## config.mk

```make
export PLATFORM = sky130hd
export DESIGN_NAME = uart_rx_ctrl
export DESIGN_NICKNAME = d
export VERILOG_FILES = /design/src/rtl/uart_rx_ctrl.sv
export SDC_FILE = /design/constraint.sdc
export NUM_CORES = 1
export LEC_CHECK = 0
export BUFFER_PORTS_ARGS = -buffer_cell sky130_fd_sc_hd__buf_4
export CORE_UTILIZATION = 55
export DETAILED_ROUTE_END_ITERATION = 8
export PLACE_DENSITY = 0.76
export SYNTH_ARGS = -nofsm -noshare
export SYNTH_HDL_FRONTEND = slang
export SYNTH_SLANG_ARGS = --single-unit
```

## constraint.sdc

```tcl
create_clock -name CLK -period 6.4 [get_ports CLK]
set_input_delay 0.32 -clock CLK [delete_from_list [all_inputs] [get_ports CLK]]
set_output_delay 0.32 -clock CLK [all_outputs]
set_load 0.05 [all_outputs]
```

## src/rtl/uart_rx_ctrl.sv

```systemverilog
// uart_rx_ctrl: config shadowing, frame sequencing and good-byte FIFO for the UART receiver; push -> rd_valid next cycle.
// Consumer backpressure via rd_ready; a full FIFO drops bytes (sticky overflow). UART_RX_CTRL_ERRCNT_EN enables error counters.

module uart_rx_ctrl_fifo #(
    parameter int WIDTH = 8,
    parameter int DEPTH = 8
) (
    input  logic                   CLK,
    input  logic                   RST,
    input  logic                   push_vld,
    input  logic [WIDTH-1:0]       push_dat,
    output logic                   push_rdy,
    output logic                   pop_vld,
    input  logic                   pop_rdy,
    output logic [WIDTH-1:0]       pop_dat,
    output logic [$clog2(DEPTH):0] level
);
    localparam int AW = $clog2(DEPTH);

    logic [WIDTH-1:0] mem_q [DEPTH];
    logic [AW-1:0]    wr_ptr_q;
    logic [AW-1:0]    rd_ptr_q;
    logic [AW:0]      cnt_q;
    logic             full;
    logic             do_push;
    logic             do_pop;

    // A pop frees a slot in the same cycle, so a full FIFO still accepts a push alongside it.
    assign full     = (cnt_q == (AW+1)'(DEPTH));
    assign pop_vld  = (cnt_q != '0);
    assign do_pop   = pop_vld & pop_rdy;
    assign push_rdy = ~full | do_pop;
    assign do_push  = push_vld & push_rdy;
    assign pop_dat  = pop_vld ? mem_q[rd_ptr_q] : '0;
    assign level    = cnt_q;

    always_ff @(posedge CLK) begin
        if (do_push) begin
            mem_q[wr_ptr_q] <= push_dat;
        end
    end

    always_ff @(posedge CLK or posedge RST) begin
        if (RST) begin
            wr_ptr_q <= '0;
            rd_ptr_q <= '0;
            cnt_q    <= '0;
        end else begin
            if (do_push) begin
                wr_ptr_q <= wr_ptr_q + 1'b1;
            end
            if (do_pop) begin
                rd_ptr_q <= rd_ptr_q + 1'b1;
            end
            case ({do_push, do_pop})
                2'b10:   cnt_q <= cnt_q + 1'b1;
                2'b01:   cnt_q <= cnt_q - 1'b1;
                default: cnt_q <= cnt_q;
            endcase
        end
    end
endmodule

module uart_rx_ctrl #(
    parameter int DEPTH     = 8,
    parameter int CNT_W     = 8,
    parameter int RST_PRESC = 8
) (
    input  logic                   CLK,
    input  logic                   RST,
    input  logic                   RX_IN,
    input  logic                   cfg_update,
    input  logic [5:0]             cfg_prescale,
    input  logic                   cfg_parity_en,
    input  logic                   cfg_parity_type,
    output logic                   cfg_pending,
    output logic                   cfg_reject,
    output logic [5:0]             uart_prescale,
    output logic                   uart_parity_en,
    output logic                   uart_parity_type,
    input  logic                   rx_data_valid,
    input  logic [7:0]             rx_p_data,
    input  logic                   rx_parity_error,
    input  logic                   rx_stop_error,
    output logic [7:0]             rd_data,
    output logic                   rd_valid,
    input  logic                   rd_ready,
    output logic [$clog2(DEPTH):0] fifo_level,
    output logic                   overflow,
    input  logic                   err_clear,
    output logic [CNT_W-1:0]       parity_err_cnt,
    output logic [CNT_W-1:0]       stop_err_cnt
);
    typedef enum logic [1:0] {
        ST_IDLE,
        ST_FRAME,
        ST_WAIT_HI
    } state_t;

    state_t     state_q, state_d;
    logic [1:0] rx_sync_q;
    logic       dv_prev_q, pe_prev_q, se_prev_q;
    logic [5:0] shd_presc_q, shd_presc_d;
    logic       shd_pen_q, shd_pen_d;
    logic       shd_ptype_q, shd_ptype_d;
    logic       cfg_pending_q, cfg_pending_d;
    logic       cfg_reject_q, cfg_reject_d;
    logic [5:0] presc_q, presc_d;
    logic       pen_q, pen_d;
    logic       ptype_q, ptype_d;
    logic [9:0] tmo_q, tmo_d;
    logic       overflow_q, overflow_d;

    logic       rx_s;
    logic       dv_edge, pe_edge, se_edge, err_edge;
    logic       cfg_legal;
    logic       push_req;
    logic       push_rdy;

    assign rx_s      = rx_sync_q[1];
    assign dv_edge   = rx_data_valid & ~dv_prev_q;
    assign pe_edge   = rx_parity_error & ~pe_prev_q;
    assign se_edge   = rx_stop_error & ~se_prev_q;
    assign err_edge  = pe_edge | se_edge;
    assign cfg_legal = (cfg_prescale == 6'd4) || (cfg_prescale == 6'd8) ||
                       (cfg_prescale == 6'd16) || (cfg_prescale == 6'd32);

    always_ff @(posedge CLK or posedge RST) begin
        if (RST) begin
            state_q       <= ST_IDLE;
            rx_sync_q     <= 2'b11;
            dv_prev_q     <= 1'b0;
            pe_prev_q     <= 1'b0;
            se_prev_q     <= 1'b0;
            shd_presc_q   <= 6'(RST_PRESC);
            shd_pen_q     <= 1'b0;
            shd_ptype_q   <= 1'b0;
            cfg_pending_q <= 1'b0;
            cfg_reject_q  <= 1'b0;
            presc_q       <= 6'(RST_PRESC);
            pen_q         <= 1'b0;
            ptype_q       <= 1'b0;
            tmo_q         <= '0;
            overflow_q    <= 1'b0;
        end else begin
            state_q       <= state_d;
            rx_sync_q     <= {rx_sync_q[0], RX_IN};
            dv_prev_q     <= rx_data_valid;
            pe_prev_q     <= rx_parity_error;
            se_prev_q     <= rx_stop_error;
            shd_presc_q   <= shd_presc_d;
            shd_pen_q     <= shd_pen_d;
            shd_ptype_q   <= shd_ptype_d;
            cfg_pending_q <= cfg_pending_d;
            cfg_reject_q  <= cfg_reject_d;
            presc_q       <= presc_d;
            pen_q         <= pen_d;
            ptype_q       <= ptype_d;
            tmo_q         <= tmo_d;
            overflow_q    <= overflow_d;
        end
    end

    always_comb begin
        state_d       = state_q;
        shd_presc_d   = shd_presc_q;
        shd_pen_d     = shd_pen_q;
        shd_ptype_d   = shd_ptype_q;
        cfg_pending_d = cfg_pending_q;
        cfg_reject_d  = 1'b0;
        presc_d       = presc_q;
        pen_d         = pen_q;
        ptype_d       = ptype_q;
        tmo_d         = tmo_q;
        push_req      = 1'b0;

        if (cfg_update) begin
            if (cfg_legal) begin
                shd_presc_d   = cfg_prescale;
                shd_pen_d     = cfg_parity_en;
                shd_ptype_d   = cfg_parity_type;
                cfg_pending_d = 1'b1;
            end else begin
                cfg_reject_d  = 1'b1;
            end
        end

        case (state_q)
            ST_IDLE: begin
                // Applying config takes priority so a new frame always starts on settled receiver settings.
                if (cfg_pending_q && !cfg_update) begin
                    presc_d       = shd_presc_q;
                    pen_d         = shd_pen_q;
                    ptype_d       = shd_ptype_q;
                    cfg_pending_d = 1'b0;
                end else if (!rx_s) begin
                    state_d = ST_FRAME;
                    tmo_d   = 10'(presc_q) * 10'd12;
                end
            end
            ST_FRAME: begin
                if (err_edge) begin
                    state_d = ST_WAIT_HI;
                end else if (dv_edge) begin
                    push_req = 1'b1;
                    state_d  = ST_WAIT_HI;
                end else if (tmo_q == '0) begin
                    state_d = ST_WAIT_HI;
                end else begin
                    tmo_d = tmo_q - 1'b1;
                end
            end
            ST_WAIT_HI: begin
                if (rx_s) begin
                    state_d = ST_IDLE;
                end
            end
            default: state_d = ST_IDLE;
        endcase

        // A drop on the clear cycle must survive the clear.
        overflow_d = (overflow_q & ~err_clear) | (push_req & ~push_rdy);
    end

    uart_rx_ctrl_fifo #(
        .WIDTH (8),
        .DEPTH (DEPTH)
    ) u_fifo (
        .CLK      (CLK),
        .RST      (RST),
        .push_vld (push_req),
        .push_dat (rx_p_data),
        .push_rdy (push_rdy),
        .pop_vld  (rd_valid),
        .pop_rdy  (rd_ready),
        .pop_dat  (rd_data),
        .level    (fifo_level)
    );

`ifdef UART_RX_CTRL_ERRCNT_EN
    logic [CNT_W-1:0] pe_cnt_q, se_cnt_q;
    logic             pe_inc, se_inc;

    assign pe_inc = (state_q == ST_FRAME) & pe_edge;
    assign se_inc = (state_q == ST_FRAME) & se_edge;

    function automatic logic [CNT_W-1:0] cnt_next(input logic [CNT_W-1:0] cur,
                                                  input logic inc, input logic clr);
        if (clr) begin
            return inc ? CNT_W'(1) : '0;
        end else if (inc && (cur != '1)) begin
            return cur + 1'b1;
        end
        return cur;
    endfunction

    always_ff @(posedge CLK or posedge RST) begin
        if (RST) begin
            pe_cnt_q <= '0;
            se_cnt_q <= '0;
        end else begin
            pe_cnt_q <= cnt_next(pe_cnt_q, pe_inc, err_clear);
            se_cnt_q <= cnt_next(se_cnt_q, se_inc, err_clear);
        end
    end

    assign parity_err_cnt = pe_cnt_q;
    assign stop_err_cnt   = se_cnt_q;
`else
    assign parity_err_cnt = '0;
    assign stop_err_cnt   = '0;
`endif

    assign cfg_pending      = cfg_pending_q;
    assign cfg_reject       = cfg_reject_q;
    assign uart_prescale    = presc_q;
    assign uart_parity_en   = pen_q;
    assign uart_parity_type = ptype_q;
    assign overflow         = overflow_q;
endmodule

```

==> results of run 1 <==
-- critical path: cells and delay by family (launching register included) --
| kind | cells | cell delay [ps] |
|---|---|---|
| flops | 1 | 480 |
| fa+ha+maj | 2 | 540 |
| xor+xnor | 3 | 460 |
| simple gates | 3 | 1270 |
| compound gates | 1 | 140 |
-- power breakdown --
group | total, uW | switching [uW] | leakage [uW] | internal, uW
clock | 415 | 259 | 0.000102 | 156
combinational | 1070 | 631 | 0.000990 | 442
sequential | 1040 | 183 | 0.00114 | 859
total | 2530 | 1070 | 0.00223 | 1460
-- kinds of logic after synthesis --
family,count (synthesis),synth area share
AOI/OAI and AO/OA,48,0.0595
muxes,41,0.131
buffers and inverters,38,0.0442
other,1,0.000749
DFF,110,0.615
xor gates and xnor gates,13,0.0228
and+or+nand+nor,85,0.0882
adders and majority gates,15,0.0390
-- registers in the layout, indices dropped and copies added (netlist names), 2 cells and up --
| name | flops |
|---|---|
| u_fifo.mem_q | 64 |
| u_fifo.rd_ptr_q | 3 |
| u_fifo.wr_ptr_q | 3 |
| state_q | 2 |
| rx_sync_q | 2 |
| uart_prescale | 6 |
| u_fifo.level | 4 |
| tmo_q | 10 |
| shd_presc_q | 6 |
-- stage by stage --
stage	hold WS [ps]	worst slack, ps
floorplan	324	3570
detailed placement	355	3340
global route	32.8	2970
global placement	346	3470
finish	45.4	3380
CTS	30.0	3300
-- layer usage --
metal  vias to the layer above  track usage  wire length, um
li1                       1362            -                -
met1                      1465        0.279             3870
met2                        93        0.318             4240
met3                         8       0.0360              513
met4                         0       0.0826              118
met5                         -            0                0
-- synth_stat cells, types with 2 or more instances --
library cell,n
xor2_1,7
nand2_1,11
o21ai_0,19
nand2b_1,6
mux4_2,16
buf_2,3
a22oi_1,2
clkbuf_1,3
and2_1,2
a31oi_1,4
ha_1,14
xnor2_1,6
a21oi_1,9
mux2_4,6
dfrtp_1,42
or4_1,2
mux2_2,10
buf_1,2
edfxtp_1,64
nor2b_1,9
nand3b_1,3
dfstp_2,4
mux2i_1,9
nand3_1,3
inv_1,11
buf_4,18
a21o_1,2
o21bai_1,2
nor4_1,2
nor3_1,8
and2b_1,2
nor2_1,30
-- cell type report --
cell class                      instances  area (um^2)  area share
Sequential cell                       110         3080       0.552
Multi-Input combinational cell        218         1760       0.316
Timing Repair Buffer                   49          368      0.0659
Tap cell                              108          135      0.0242
Clock buffer                            9          124      0.0222
Clock inverter                          7         70.1      0.0126
Inverter                               11         41.3     0.00740
-- worst max path at each step --
stage / startpoint / end / slack, ps / depth (start not counted)
detailed placement: u_fifo.level[0] / u_fifo.level[2] / 3340 / 9
finish: u_fifo.level[0] / u_fifo.level[2] / 3380 / 9
floorplan: u_fifo.level[1] / u_fifo.level[2] / 3570 / 10
CTS: u_fifo.level[0] / u_fifo.level[2] / 3300 / 9
global route: u_fifo.level[1] / u_fifo.level[2] / 2970 / 9
global placement: u_fifo.level[0] / u_fifo.level[2] / 3470 / 9
==> flow_metrics.py, run 1 <==
metrics = {
    "run_status": {
        "status": "finished clean",
    },
    "setup_path": {
        "crit_chain": "nor4_2, nor2b_1, ha_1, xor2_1, ha_1, a21oi_1, xor2_1, nor2_1, xor2_1",
        "slowest_stage": "nor4_2",
        "required_ps": 6650,
        "r2r-start": "u_fifo.level[0]",
        "worstSetupStartpointType": "flip-flop",
        "ff2ff_setup_slack_ps": 3380,
        "crit_path_max_fanout": 10,
        "worstPathArrival_ps": 3280,
        "crit_type": "flip-flop to flip-flop",
        "end_kind": "flip-flop",
        "cpPeakStageDelay_ps": 920,
        "r2r_end": "u_fifo.level[2]",
        "worstRegToRegCells": 9,
        "worst_path_most_repeated_cell": "xor2_1",
    },
    "cts": {
        "clockBufferDepth": 2,
        "clk_pin_slew_ps": 110,
        "ctsHoldBuffers": 0,
        "root_buffer": "clkbuf_8",
        "cts.repair.resized": 0,
        "cts_buffers": 9,
        "ctsHtreeMaxLevel": 3,
        "clk_latency_ps": 380,
        "postCtsSetupBuffers": 0,
        "cts_num_sinks": 110,
        "cts_tree": "yes",
    },
    "hold_path": {
        "holdCritStartpoint": "RX_IN",
        "hold_class": "input port to flip-flop",
        "hold_end": "rx_sync_q[0]",
        "hold_depth": 1,
    },
    "place": {
        "dp_cells": 496,
        "hpwl_mm": 5.98,
        "finalWeightedCongestion": 0.826,
        "portBuffers": 48,
        "placed_area_mm2": 0.00538,
    },
    "power_and_ir_drop": {
        "total_power_uw": 2530,
        "power_density_mw_per_mm2": 453,
        "leakagePower_uw": 0.00223,
        "vdd_ir_drop_max_mv": 0.201,
    },
    "layout": {
        "final_cell_mix": "64 x edfxtp_1, 49 x buf_4, 42 x dfrtp_1",
        "layout_commonest_cell": "edfxtp_1",
        "stdcell_count": 512,
        "nets": 439,
        "n_antenna_cell": 0,
        "finalInstanceArea_mm2": 0.00558,
        "drive_gt1_frac": 0.267,
        "area_growth_pct": 11.5,
        "fill_cells": 639,
        "fin_util": 0.636,
    },
    "synthesis": {
        "synthTopCellsByArea": "edfxtp_1 38%, dfrtp_1 21%, mux4_2 7.2%",
        "synthFlopType": "edfxtp_1",
        "yosys_warnings": 0,
        "yosysSeqAreaShare": 0.615,
        "netlist_area_mm2": 0.00500,
        "synth_top_cell_area_share": 0.384,
        "synth_cell_types": 52,
        "async_flop_share": 0.418,
        "synth_cells": 351,
        "synth_edf_count": 64,
        "synth_area_per_cell_um2": 14.3,
        "yosys.area.top_type": "edfxtp_1",
        "ys_ff_latch": 110,
    },
    "die": {
        "die_y_um": 97.4,
        "die_x_um": 97.4,
        "dieArea_mm2": 0.00948,
        "coreArea_mm2": 0.00876,
        "ios": 65,
        "start_util": 0.571,
        "row_count": 34,
    },
    "global_routing": {
        "grt_max_degree": 47,
        "grt.total_usage": 0.202,
        "grt_pass1_vias": 2813,
        "grt_overflow": 0,
        "grt_pass1_wl_mm": 14.6,
        "antenna_found_initial": 0,
    },
    "run": {
        "maxCapViolCount": 0,
    },
    "drt": {
        "viasPerCell": 5.72,
        "vias": 2928,
        "first_iter_violations": 192,
        "wl_per_cell_um": 17.1,
        "drc": 0,
        "postRouteAntennaNets": 0,
        "totalWireLength_mm": 8.74,
        "drtPass1Iterations": 4,
    },
    "timing": {
        "finClkSkew_ps": 16.2,
        "finalMaxSlewViolations": 0,
        "setup_viol": 0,
        "period_minus_slack_ps": 3020,
        "slew_headroom": 0.126,
        "fin_crit_sh": 0.472,
        "setup_tns_ps": 0,
        "rsz0062_at_grt": "false",
        "fmax_ghz": 0.331,
        "hold_viol": 0,
        "worst_slew_pin_slew_ps": 1300,
    },
}
(Power assumes the default switching activity.)
==> run 2, diff against run 1 <==
==> constraint.sdc (replaced) <==
create_clock -name CLK -period 3.1 [get_ports CLK]
set_input_delay 0.155 -clock CLK [delete_from_list [all_inputs] [get_ports CLK]]
set_output_delay 0.155 -clock CLK [all_outputs]
set_load 0.05 [all_outputs]
==> run 2 against run 1 <==
  * Via count is 1.3% higher
  * Worst setup slack lost 3000 ps
  * Critical path type unchanged
  * Clock skew shrank 1.6 ps
  * Largest cell class unchanged
==> flow_metrics.py, run 2 (synthesis results as in run 1) <==
metrics = {
    "run_status": {
        "status": "finished clean",
    },
    "layout": {
        "final_cell_mix": "64 x edfxtp_1, 58 x buf_4, 42 x dfrtp_1",
        "nets": 454,
        "reg_top3": "u_fifo.mem_q (64), tmo_q (10)",
        "largest_reg_flops": 64,
        "n_antenna_cell": 0,
        "area_growth_pct": 14.0,
        "top_register": "u_fifo.mem_q",
        "layout_commonest_cell": "edfxtp_1",
        "fin_util": 0.651,
        "finalInstanceArea_mm2": 0.00571,
        "drive_gt1_frac": 0.279,
    },
    "cts": {
        "clockBufferDepth": 2,
        "postCtsSetupBuffers": 0,
        "cts.repair.resized": 0,
        "cts_buffers": 9,
        "root_buffer": "clkbuf_8",
        "cts_tree": "yes",
        "ctsHoldBuffers": 6,
        "cts_num_sinks": 110,
        "clk_pin_slew_ps": 100,
        "ctsHtreeMaxLevel": 3,
        "clk_latency_ps": 370,
    },
    "timing": {
        "rsz0062_at_grt": "false",
        "slew_headroom": 0.368,
        "period_minus_slack_ps": 2730,
        "hold_ws_ps": 7.01,
        "hold_viol": 0,
        "worst_slew_pin_slew_ps": 946,
        "setup_viol": 0,
        "setup_tns_ps": 0,
        "finalMaxSlewViolations": 0,
        "fmax_ghz": 0.366,
        "finClkSkew_ps": 14.5,
        "fin_crit_sh": 0.882,
    },
    "die": {
        "die_x_um": 97.4,
        "die_y_um": 97.4,
        "row_count": 34,
        "start_util": 0.571,
        "ios": 65,
        "coreArea_mm2": 0.00876,
        "dieArea_mm2": 0.00948,
    },
    "setup_path": {
        "ff2ff_setup_slack_ps": 370,
        "worstPathArrival_ps": 2980,
        "crit_path_max_fanout": 10,
        "end_kind": "flip-flop",
        "crit_type": "flip-flop to flip-flop",
        "worstSetupStartpointType": "flip-flop",
        "required_ps": 3340,
    },
    "power_and_ir_drop": {
        "vdd_ir_drop_max_mv": 0.568,
        "combPwrFrac": 0.439,
        "seq_power_share": 0.402,
        "p_int_uw": 3030,
        "power.switching_uw": 2200,
        "power_density_mw_per_mm2": 915,
        "clockPowerShare": 0.159,
        "leakagePower_uw": 0.00231,
        "switching_share": 0.420,
    },
    "global_routing": {
        "grt.total_usage": 0.204,
        "grt_overflow": 0,
        "grt_pass1_vias": 2981,
        "grt_max_degree": 47,
        "grt_pass1_wl_mm": 15.0,
        "antenna_found_initial": 0,
    },
    "run": {
        "maxCapViolCount": 0,
    },
    "drt": {
        "drtPass1Iterations": 4,
        "viasPerCell": 5.63,
        "postRouteAntennaNets": 0,
        "first_iter_violations": 193,
        "vias": 2967,
        "wl_per_cell_um": 16.7,
        "totalWireLength_mm": 8.79,
        "drc": 0,
    },
    "place": {
        "hpwl_mm": 6.01,
        "finalWeightedCongestion": 0.827,
        "portBuffers": 48,
        "placed_area_mm2": 0.00545,
    },
    "hold_path": {
        "hold_class": "input port to async pin",
    },
}
[run 2: changes by cell type in the layout (fill, tap and decap cells not counted)]
cell           previous run  this run
buf_4                    49        58
dlygate4sd3_1             0         6
inv_6                     3         1
clkinv_4                  0         1
clkinv_8                  0         1
inv_12                    1         0
inv_8                     2         3
[run 2: final cells by class]
cell class | count | area [um^2]
sequential | 110 | 3080
fill | 631 | 3060
multi-input combinational | 218 | 1760
timing repair buffer | 64 | 495
tap | 108 | 135
clock buffer | 9 | 124
clock inverter | 7 | 72.6
inverter | 11 | 41.3
[run 2: path summary, 6_finish.rpt]
check,start,end,cells after the start
max,state_q[1],u_fifo.level[2],11
max reg2reg,state_q[1],u_fifo.level[2],11
max in group asynchronous,RST,uart_parity_type,2
min in group CLK,rx_p_data[6],u_fifo.mem_q[4][6],1
min,RST,u_fifo.level[2],2
min reg2reg,rx_sync_q[0],rx_sync_q[1],0
[run 2: metal layers]
metal | vias up | global-route usage | wire length (um)
li1 | 1389 | - | -
met1 | 1463 | 0.287 | 3870
met2 | 102 | 0.324 | 4340
met3 | 13 | 0.0273 | 423
met4 | 0 | 0.0871 | 166
met5 | - | 0 | 0
[run 2: worst max-delay path, stage by stage (launching register included)]
cell and delay, ps:
dfrtp_1 440, and2b_1 390, nand4_1 170, nor2b_1 320, inv_1 170, ha_1 280
xor2_1 170, ha_1 190, a21oi_1 140, xor2_1 150, nor2_1 60, xor2_1 140
[run 2: stage by stage]
step,setup WS [ps],instances,power [uW]
floorplan,275,366,3860
global placement,511,505,4360
detailed placement,404,505,4440
CTS,346,527,5270
global route,105,527,5560
finish,366,527,5230
[run 2: power groups by stage]
stage / registers [uW] / logic, uW / clock network [uW]
6_report: 2100 / 2300 / 830
5_1_grt: 2150 / 2490 / 909
4_1_cts: 2100 / 2320 / 853
3_5_place_dp: 2130 / 2310 / 0
3_3_place_gp: 2110 / 2250 / 0
2_1_floorplan: 2220 / 1640 / 0
